[config.mk]
export PLATFORM = sky130hd
export DESIGN_NAME = fpf_decoder_25_flat
export DESIGN_NICKNAME = d
export VERILOG_FILES = /design/src/rtl/fpf_decoder_25_if.sv /design/src/rtl/fpf_decoder_25.sv /design/src/flat_wrapper.sv
export SDC_FILE = /design/constraint.sdc
export NUM_CORES = 1
export LEC_CHECK = 0
export BUFFER_PORTS_ARGS = -buffer_cell sky130_fd_sc_hd__clkbuf_2
export CORE_MARGIN = 2
export CORE_UTILIZATION = 30
export DETAILED_ROUTE_END_ITERATION = 10
export PLACE_DENSITY = 0.55
export SLEW_MARGIN = 20
export SYNTH_ARGS = -nofsm -noshare
export SYNTH_HDL_FRONTEND = slang
export SYNTH_SLANG_ARGS = --single-unit
export TNS_END_PERCENT = 20
[constraint.sdc]
create_clock -name clock -period 6.9 [get_ports clock]
set_clock_uncertainty 0.1 [all_clocks]
set_input_delay 1.035 -clock clock [delete_from_list [all_inputs] [get_ports clock]]
set_output_delay 1.035 -clock clock [all_outputs]
set_load 0.01 [all_outputs]
[src/rtl/fpf_decoder_25_if.sv]
`default_nettype none
// ============================================================================
// Module   : fpf_decoder_25_if
// Purpose  : Bundles the receive-side and consumer-side handshakes of the
//            25-bit FPF codeword decoder.
// Ports    : (interface signals)
//            in_valid  - producer has a codeword on codein
//            in_ready  - decoder accepts codein this cycle
//            codein    - 25-bit FPF codeword, bit k weighted by Fib(k+1)
//            out_valid - dataout/err hold a decoded word
//            out_ready - consumer accepts dataout this cycle
//            dataout   - decoded binary word (FBLEN25 bits)
//            err       - codeword broke FPF rules (0 when checking is absent)
// Modports : master = producer/consumer side, slave = decoder side
// Revision : 1.0 - initial release
// ============================================================================
interface fpf_decoder_25_if;
    // Number of bits needed for the 121393 legal 25-bit FPF values.
    localparam int FBLEN25 = 17;

    logic               in_valid;
    logic               in_ready;
    logic [24:0]        codein;
    logic               out_valid;
    logic               out_ready;
    logic [FBLEN25-1:0] dataout;
    logic               err;

    modport master (
        output in_valid,
        output codein,
        output out_ready,
        input  in_ready,
        input  out_valid,
        input  dataout,
        input  err
    );

    modport slave (
        input  in_valid,
        input  codein,
        input  out_ready,
        output in_ready,
        output out_valid,
        output dataout,
        output err
    );
endinterface
`default_nettype wire

[src/rtl/fpf_decoder_25.sv]
`default_nettype none
// ============================================================================
// Module   : fpf_decoder_25
// Purpose  : Pipelined decoder for 25-bit forbidden-pattern-free codewords.
//            The binary word is the Fibonacci-weighted sum of the codeword
//            bits (bit k weighs Fib(k+1), Fib(1)=Fib(2)=1). Each of STAGES
//            pipeline stages adds 25/STAGES code bits into a running sum.
// Ports    : clock   - rising-edge clock
//            reset_n - synchronous active-low reset
//            bus     - fpf_decoder_25_if.slave (valid/ready in and out)
// Params   : STAGES  - pipeline depth, one of 1, 5, 25
// Config   : FPF_DEC_CHECK_EN - when defined, an error flag travels with
//            each word (forbidden 010/101 triple or sum overflow); when
//            undefined, err is tied to 0 and no check logic exists.
// Revision : 1.0 - initial release
// ============================================================================
module fpf_decoder_25 #(
    parameter int STAGES = 5
) (
    input  logic            clock,
    input  logic            reset_n,
    fpf_decoder_25_if.slave bus
);

    localparam int c_CODE_W = 25;
    localparam int c_FBLEN  = 17;
    localparam int c_ACC_W  = c_FBLEN + 1;
    localparam int c_W      = c_CODE_W / STAGES;
    localparam int c_LAST   = STAGES - 1;

    // Fibonacci weight of code position k (1-based): 1, 1, 2, 3, 5, ...
    function automatic logic [c_ACC_W-1:0] fns(input int k);
        logic [c_ACC_W-1:0] a;
        logic [c_ACC_W-1:0] b;
        logic [c_ACC_W-1:0] t;
        a = 1;
        b = 1;
        for (int i = 2; i < k; i++) begin
            t = a + b;
            a = b;
            b = t;
        end
        return b;
    endfunction

    logic                stall;
    logic [STAGES-1:0]   valid_q;
    logic [STAGES-1:0]   valid_d;
    logic [c_ACC_W-1:0]  acc_q  [STAGES];
    logic [c_ACC_W-1:0]  acc_d  [STAGES];
    // Code bits are shifted down as they are consumed, so each stage always
    // reads its share from the low c_W bits of the previous stage.
    logic [c_CODE_W-1:0] code_q [STAGES];
    logic [c_CODE_W-1:0] code_d [STAGES];

`ifdef FPF_DEC_CHECK_EN
    logic [STAGES-1:0]   err_q;
    logic [STAGES-1:0]   err_d;

    function automatic logic has_forbidden(input logic [c_CODE_W-1:0] c);
        logic f;
        f = 1'b0;
        for (int k = 0; k < c_CODE_W - 2; k++) begin
            if (c[k +: 3] == 3'b010 || c[k +: 3] == 3'b101) begin
                f = 1'b1;
            end
        end
        return f;
    endfunction
`endif

    // A word at the output that nobody takes freezes the whole pipe.
    assign stall = valid_q[c_LAST] & ~bus.out_ready;

    generate
        for (genvar s = 0; s < STAGES; s++) begin : g_stage
            logic [c_CODE_W-1:0] code_in;
            logic [c_ACC_W-1:0]  acc_in;
            logic                valid_in;
            logic [c_ACC_W-1:0]  sum;

            if (s == 0) begin : g_head
                assign code_in  = bus.codein;
                assign acc_in   = '0;
                assign valid_in = bus.in_valid;
            end else begin : g_body
                assign code_in  = code_q[s-1];
                assign acc_in   = acc_q[s-1];
                assign valid_in = valid_q[s-1];
            end

            always_comb begin
                sum = acc_in;
                for (int j = 0; j < c_W; j++) begin
                    if (code_in[j]) begin
                        sum = sum + fns(s * c_W + j + 1);
                    end
                end
            end

            assign acc_d[s]   = sum;
            assign code_d[s]  = code_in >> c_W;
            assign valid_d[s] = valid_in;

`ifdef FPF_DEC_CHECK_EN
            // Triples straddle stage boundaries, so the pattern scan is done
            // once on the full codeword at entry; overflow is caught by the
            // spare accumulator bit, which only ever grows along the pipe.
            if (s == 0) begin : g_err_head
                assign err_d[s] = has_forbidden(code_in) | sum[c_FBLEN];
            end else begin : g_err_body
                assign err_d[s] = err_q[s-1] | sum[c_FBLEN];
            end
`endif
        end
    endgenerate

    always_ff @(posedge clock) begin
        if (!reset_n) begin
            valid_q <= '0;
            for (int s = 0; s < STAGES; s++) begin
                acc_q[s]  <= '0;
                code_q[s] <= '0;
            end
`ifdef FPF_DEC_CHECK_EN
            err_q <= '0;
`endif
        end else if (!stall) begin
            valid_q <= valid_d;
            for (int s = 0; s < STAGES; s++) begin
                acc_q[s]  <= acc_d[s];
                code_q[s] <= code_d[s];
            end
`ifdef FPF_DEC_CHECK_EN
            err_q <= err_d;
`endif
        end
    end

    assign bus.in_ready  = ~stall;
    assign bus.out_valid = valid_q[c_LAST];
    assign bus.dataout   = acc_q[c_LAST][c_FBLEN-1:0];

`ifdef FPF_DEC_CHECK_EN
    assign bus.err = err_q[c_LAST] & valid_q[c_LAST];
`else
    assign bus.err = 1'b0;
`endif

    // The last stage has no code bits left to pass on and its overflow bit
    // is either discarded or already folded into err.
    logic unused_tail;
    assign unused_tail = ^{code_q[c_LAST], acc_q[c_LAST][c_FBLEN]};

endmodule
`default_nettype wire

[src/flat_wrapper.sv]
// flat-port wrapper written by rule: the top's interface ports become plain ports
module fpf_decoder_25_flat 
#(
    parameter int STAGES = 5
)
  (clock, reset_n, bus_in_valid, bus_codein, bus_out_ready, bus_in_ready, bus_out_valid, bus_dataout, bus_err);
  fpf_decoder_25_if bus_i ();
  input  logic clock;
  input  logic reset_n;
  input wire logic [$bits(bus_i.in_valid)-1:0] bus_in_valid;
  input wire logic [$bits(bus_i.codein)-1:0] bus_codein;
  input wire logic [$bits(bus_i.out_ready)-1:0] bus_out_ready;
  output wire logic [$bits(bus_i.in_ready)-1:0] bus_in_ready;
  output wire logic [$bits(bus_i.out_valid)-1:0] bus_out_valid;
  output wire logic [$bits(bus_i.dataout)-1:0] bus_dataout;
  output wire logic [$bits(bus_i.err)-1:0] bus_err;
  assign bus_i.in_valid = bus_in_valid;
  assign bus_i.codein = bus_codein;
  assign bus_i.out_ready = bus_out_ready;
  assign bus_in_ready = bus_i.in_ready;
  assign bus_out_valid = bus_i.out_valid;
  assign bus_dataout = bus_i.dataout;
  assign bus_err = bus_i.err;
  fpf_decoder_25 #(.STAGES(STAGES)) u_core (.clock(clock), .reset_n(reset_n), .bus(bus_i));
endmodule
==> results of run 1 <==
[layer usage]
layer  routed length [um]  vias to the layer above  part of all wire (%)  GRT usage [%]
li1                     -                     4594                     -              -
met1                11300                     4164                    48           16.0
met2                11400                      144                    48           21.8
met3                  720                       32                   3.0           2.23
met4                  388                        0                   1.6           3.19
met5                    0                        -                     0              0
[how the worst min path moves through the flow]
stage | from | end | slack (ns) | cells past startpoint
CTS | u_core.valid_q[2]$_SDFFE_PN0N_ | u_core.valid_q[2]$_SDFFE_PN0N_ | 0.37 | 2
finish | u_core.valid_q[1]$_SDFFE_PN0N_ | u_core.valid_q[1]$_SDFFE_PN0N_ | 0.37 | 2
detailed placement | u_core.valid_q[2]$_SDFFE_PN0N_ | u_core.valid_q[2]$_SDFFE_PN0N_ | 0.36 | 2
global route | u_core.valid_q[3]$_SDFFE_PN0N_ | u_core.valid_q[3]$_SDFFE_PN0N_ | 0.38 | 2
global placement | u_core.valid_q[0]$_SDFFE_PN0N_ | u_core.valid_q[1]$_SDFFE_PN0N_ | 0.36 | 2
floorplan | u_core.valid_q[3]$_SDFFE_PN0N_ | u_core.valid_q[4]$_SDFFE_PN0N_ | 0.34 | 1
[final cells by class]
type,instances,area (um2)
fillers,3753,24300
flip-flops and latches,119,3520
inverters,41,154
clock buffers,17,425
multi-input cells,1029,6960
repair buffers,52,273
clock inverters,15,104
well taps,468,586
[stage by stage]
| step | power [uW] | hold slack (ns) | std cells |
|---|---|---|---|
| floorplan | 1780 | 0.341 | 1267 |
| global placement | 1960 | 0.355 | 1709 |
| detailed placement | 1970 | 0.360 | 1709 |
| CTS | 2780 | 0.369 | 1741 |
| global route | 2950 | 0.384 | 1741 |
| finish | 2760 | 0.366 | 1741 |
[flip-flops by register name (all words and copies together) (netlist names)]
| signal | count |
|---|---|
| u_core.code_q | 50 |
| u_core.acc_q | 64 |
| u_core.valid_q | 5 |
[power by group through the flow]
stage / clock, uW / sequential [uW] / combinational (uW)
3_3_place_gp: 0 / 968 / 989
5_1_grt: 851 / 968 / 1130
6_report: 806 / 956 / 999
2_1_floorplan: 0 / 916 / 862
4_1_cts: 821 / 955 / 1000
3_5_place_dp: 0 / 970 / 999
[critical path: cells and delay by family (launching register included)]
kind                       cells  cell delay, ns
and+or+nand+nor                6            1.50
AOI/OAI and AO/OA              5            1.32
xor gates and xnor gates       5            1.02
DFF                            1            0.54
adders and majority gates      2            0.45
buffers and inverters          1            0.11
[cell families (layout without fill, tap and decap cells)]
kind of cell | Yosys count | in the layout
and+or+nand+nor | 494 | 494
AOI/OAI and AO/OA | 293 | 293
xor gates and xnor gates | 193 | 193
DFF | 119 | 119
buffers and inverters | 119 | 125
adders and majority gates | 24 | 24
muxes | 20 | 20
other | 1 | 5
[synthesized netlist by cell type (24+ instances only)]
cell	count	area (um2)
nand3_1	40	200
xnor2_1	117	1020
inv_1	39	146
nor2_1	104	390
edfxtp_1	114	3420
nand2b_1	25	156
clkbuf_1	44	165
ha_1	24	300
a21oi_1	46	230
xor2_1	69	604
nand2_1	119	447
and3_1	63	394
o21ai_0	50	250
==> out/qor.txt, run 1 <==
Post-CTS resize count: 0
Worst Max-Slew Pin Slew: 1.02 ns
HPWL Detailed: 18000 um
Total net switching power: 1030 uW
Most used cell, CP: xor2_1
CTS hold repair buffers: 0
Syn Inst Count: 1263
Area delta synth->final: 9.27%
GRT Total Usage: 12.5%
Max Freq: 0.189 GHz
Sequential fraction of design power: 34.6%
Routed vias: 8934
DIE WIDTH: 196 um
Worst-Skew Late Latency: 0.42 ns
Hold Path Class: reg -> reg
Tmin final: 5.29 ns
# Max-Cap Violations: 0
Drt via density: 5.13
Layout cells sized above 1: 10.6%
Sequential element share of the synthesized area: 32.0%
Die ar.: 0.0382 mm2
Sw frac: 37.2%
Starting density of the core: 30.3%
Max Fanout on Critical Path: 10
Placement Cell Area: 0.0115 mm2
Worst r2r path cells: 19
Starting DRT DRC Count: 607
Wire per inst: 13.7 um
Clock transition at the registers of the reported paths: 0.06 ns
Setup crit end kind: flip-flop
Clock root buffer: clkbuf_16
R2r endpoint: u_core.acc_q[0][87]$_SDFFCE_PN0P_
Setup bufs post-CTS: 0
Largest net degree at the start of global routing: 83
Xor and xnor area share after synthesis: 15.9%
Core Region: 0.0363 mm2
RSZ-0062 raised after global routing: false
Fin util: 33.1%
Final setup TNS: 0 ns
CP Data Arrival Time: 5.37 ns
Rows: 70
Ant diodes: 0
First-pass detailed-route iteration total: 5
CTS tree: done
Initial antenna violation count: 1
Unique cell type count in the Yosys netlist: 97
Main synth FF type: edfxtp_1
Final wirelength: 23800 um
Required @ worst endpoint: 6.98 ns
Grt total ovfl: 0
Mapped cell area: 0.0110 mm2
Internal: 1740 uW
Pleak: 0.00455 uW
Max Slew Vio Count: 0
Ports: 49
Cell Pwr Density: 230 mW/mm2
Post-route ant nets: 0
Clock Sinks: 119
Setup WS post-layout: 1.61 ns
Longest Clk Path Bufs: 2
Warnings, synthesis: 0
Die Y: 196 um
CP max-delay cell: a211oi_1
Worst Setup Path Type: reg -> reg
Adder-cell area share of the yosys netlist: 2.73%
Mux cell area share after synthesis: 1.92%
Final Setup Violations: 0
Port bufs: 47
Vias in the first global route: 8295
Rel. slew slack: 32.1%
Pre-CTS setup slack: 1.60 ns
Ys async rst share: 0%
Design area: 0.0120 mm2
CTS H-tree depth: 4
CP Launch Type: flip-flop
Reg2reg setup slack: 1.61 ns
CP endpoint: u_core.acc_q[0][87]$_SDFFCE_PN0P_
Simple-Gate Fraction of Synth Area: 23.1%
GP Congestion: 0.879
Final Hold Vio Count: 0
Residual DRC: 0
Syn_area_per_cell: 8.72 um2
Max incr delay on CP: 0.58 ns
First-pass GRT wire length: 39900 um
Num CTS Buffers: 17
Final nets: 1313
Fin crit share: 76.6%
Largest family of logic cells by synthesized area: simple AND/OR/NAND/NOR gates
Worst path cell trace: xor2_1, inv_1, ha_1, or4b_1, o211ai_1, xor2_1, a211oi_1, nand2_1, xnor2_1, ha_1, and2_1, o21ba_2, or3_1, a22oi_1, xor2_1, nor3b_1, o211ai_1, xnor2_1, and2_1
FF-to-FF Start: u_core.acc_q[0][55]$_SDFFCE_PN0P_
Compound-Gate Fraction of Synth Area: 19.3%
Peak VDD IR: 0.000175 V
Worst Setup SP: u_core.acc_q[0][55]$_SDFFCE_PN0P_
Yosys reg bits: 119
EDFF count, synth: 114
Status: completed
Most frequent cells in the layout: xnor2_1, nand2_1, edfxtp_1
Clk pwr share: 29.2%
Logic pwr share: 36.2%
Power figures use the tool's default switching activity.
==> inputs of run 2 (changes only) <==
Clock period 6.9 ns to 5 ns, I/O delays scaled along.
==> run 2 against run 1 <==
Effect of this change:
- clock-buffer cell count is 10 higher
- hold slack worse by 0.0076 ns
- sequential power is 37% higher
- critical path depth is 1 lower
- critical endpoint is now u_core.acc_q[0][68]$_SDFFCE_PN0P_
- sequential share of layout area is 0.98 points lower
- clock power is 61% higher
- via count is 2.0% higher
- global-route usage is 0.43 points higher
- worst setup slack worse by 1.3 ns
==> out/qor.txt, run 2 (synthesis gave the netlist of run 1 again) <==
Status: completed
CTS tree: done
Area delta synth->final: 13.0%
DIE WIDTH: 196 um
Clock root buffer: clkbuf_16
Biggest regs: u_core.acc_q: 64 flops, u_core.code_q: 50 flops, u_core.valid_q: 5 flops
Layout cells sized above 1: 13.8%
GRT Total Usage: 12.9%
Max incr delay on CP: 0.50 ns
Crit path buffers/inverters: 1
Largest net degree at the start of global routing: 51
CP Data Arrival Time: 4.74 ns
Ports: 49
CP max-delay cell: or4bb_1
Max Fanout on Critical Path: 6
# Max-Cap Violations: 0
Grt total ovfl: 0
Cell Pwr Density: 328 mW/mm2
WL met3: 811 um
Worst path cell trace: inv_1, ha_1, a21oi_2, ha_1, nor2_1, mux2_2, nand3_1, o32ai_1, or2_2, or4_1, and2_1, xor2_2, and3b_1, or4bb_1, mux2i_2, o311ai_2, xnor2_1, nor2_1
Vias in the first global route: 8572
Core Region: 0.0363 mm2
Final nets: 1339
Fin util: 34.2%
Final Hold Vio Count: 0
Clock transition at the registers of the reported paths: 0.06 ns
CTS hold repair buffers: 0
Worst-Skew Late Latency: 0.42 ns
Most common cell after layout, fill and taps aside: nand2_1
Logic pwr share: 36.1%
Max Freq: 0.213 GHz
Final wirelength: 24500 um
Clock Sinks: 119
Setup WS post-layout: 0.304 ns
Met1 wire length: 11400 um
Largest register FFs: 64
Pre-CTS setup slack: 0.124 ns
RSZ-0062 raised after global routing: true
Die Y: 196 um
CTS H-tree depth: 4
Fin crit share: 93.9%
Starting density of the core: 30.3%
Top reg by flops: u_core.acc_q
Highest metal used: met4
Rel. slew slack: 39.5%
Num CTS Buffers: 17
Routed vias: 9112
Peak VDD IR: 0.000247 V
Port bufs: 47
Sw frac: 35.1%
Residual DRC: 0
Met2 WL: 11900 um
Placement Cell Area: 0.0116 mm2
Total net switching power: 1430 uW
Wire per inst: 13.9 um
Clk pwr share: 31.9%
Sequential fraction of design power: 32.1%
Internal: 2650 uW
Die ar.: 0.0382 mm2
# fillers: 3733
Power consumption: 4090 uW
Required @ worst endpoint: 5.05 ns
First-pass GRT wire length: 41000 um
GP Congestion: 0.906
Initial antenna violation count: 0
Post-route ant nets: 0
Most frequent cells in the layout: nand2_1, xnor2_1, edfxtp_1
First-pass detailed-route iteration total: 5
HPWL Detailed: 18700 um
Tmin final: 4.70 ns
Ant diodes: 0
Longest Clk Path Bufs: 2
Hold WS: 0.359 ns
CP top delay family: simple AND/OR/NAND/NOR gates
Starting DRT DRC Count: 488
Worst Max-Slew Pin Slew: 0.907 ns
Drt via density: 5.16
Rows: 70
Design area: 0.0124 mm2
Final Setup Violations: 0
Setup crit end kind: flip-flop
Worst Setup Path Type: reg -> reg
Pleak: 0.00477 uW
Max Slew Vio Count: 0
Hold Path Class: reg -> reg
CP Launch Type: flip-flop
## run 2: routing by layer
layer / track usage [%] / vias up
met2: 22.4 / 164
met4: 3.76 / 0
li1: - / 4631
met1: 16.2 / 4289
met5: 0 / -
met3: 2.59 / 28
## run 2: what timing repair did
| action | 4_1_cts | 5_1_grt |
|---|---|---|
| gates resized for setup | 0 | 22 |
| endpoints found under the hold margin | 0 | 0 |
| setup endpoints to repair | 0 | 10 |
| setup buffers | 0 | 7 |
## run 2: worst paths after layout
path,depth (start not counted),to,slack [ns],start
worst max-delay path,18,u_core.acc_q[0][68]$_SDFFCE_PN0P_,0.30,u_core.acc_q[0][37]$_SDFFCE_PN0P_
worst min-delay path,2,u_core.valid_q[1]$_SDFFE_PN0N_,0.36,u_core.valid_q[1]$_SDFFE_PN0N_
worst max register to register,18,u_core.acc_q[0][68]$_SDFFCE_PN0P_,0.30,u_core.acc_q[0][37]$_SDFFCE_PN0P_
worst min register to register,2,u_core.valid_q[1]$_SDFFE_PN0N_,0.36,u_core.valid_q[1]$_SDFFE_PN0N_
## run 2: final cells by class
cell class | count | area [um2] | area share (%)
tap | 468 | 586 | 4.71
multi-input combinational | 1029 | 7060 | 56.8
clock buffer | 27 | 611 | 4.91
inverter | 41 | 154 | 1.24
clock inverter | 5 | 38.8 | 0.312
sequential | 119 | 3520 | 28.3
timing repair buffer | 78 | 468 | 3.76
## run 2: metrics by stage
stage               setup TNS, ns  instances
floorplan                       0       1267
global placement                0       1728
detailed placement              0       1728
CTS                             0       1760
global route               -0.212       1767
finish                          0       1767
## run 2: tightest hold or removal path: cells and delay by family, from the launching register on
kind / cells / cell delay, ns
flip-flops: 1 / 0.31
AO/OA/AOI/OAI: 1 / 0.06
AND/OR/NAND/NOR: 1 / 0.04
## run 2: power groups by stage
stage	Sequential (uW)	Combinational [uW]	Clock [uW]
finish	1310	1470	1300
global route	1330	1650	1380
CTS	1310	1430	1340
detailed placement	1330	1420	0
global placement	1330	1410	0
floorplan	1260	1190	0
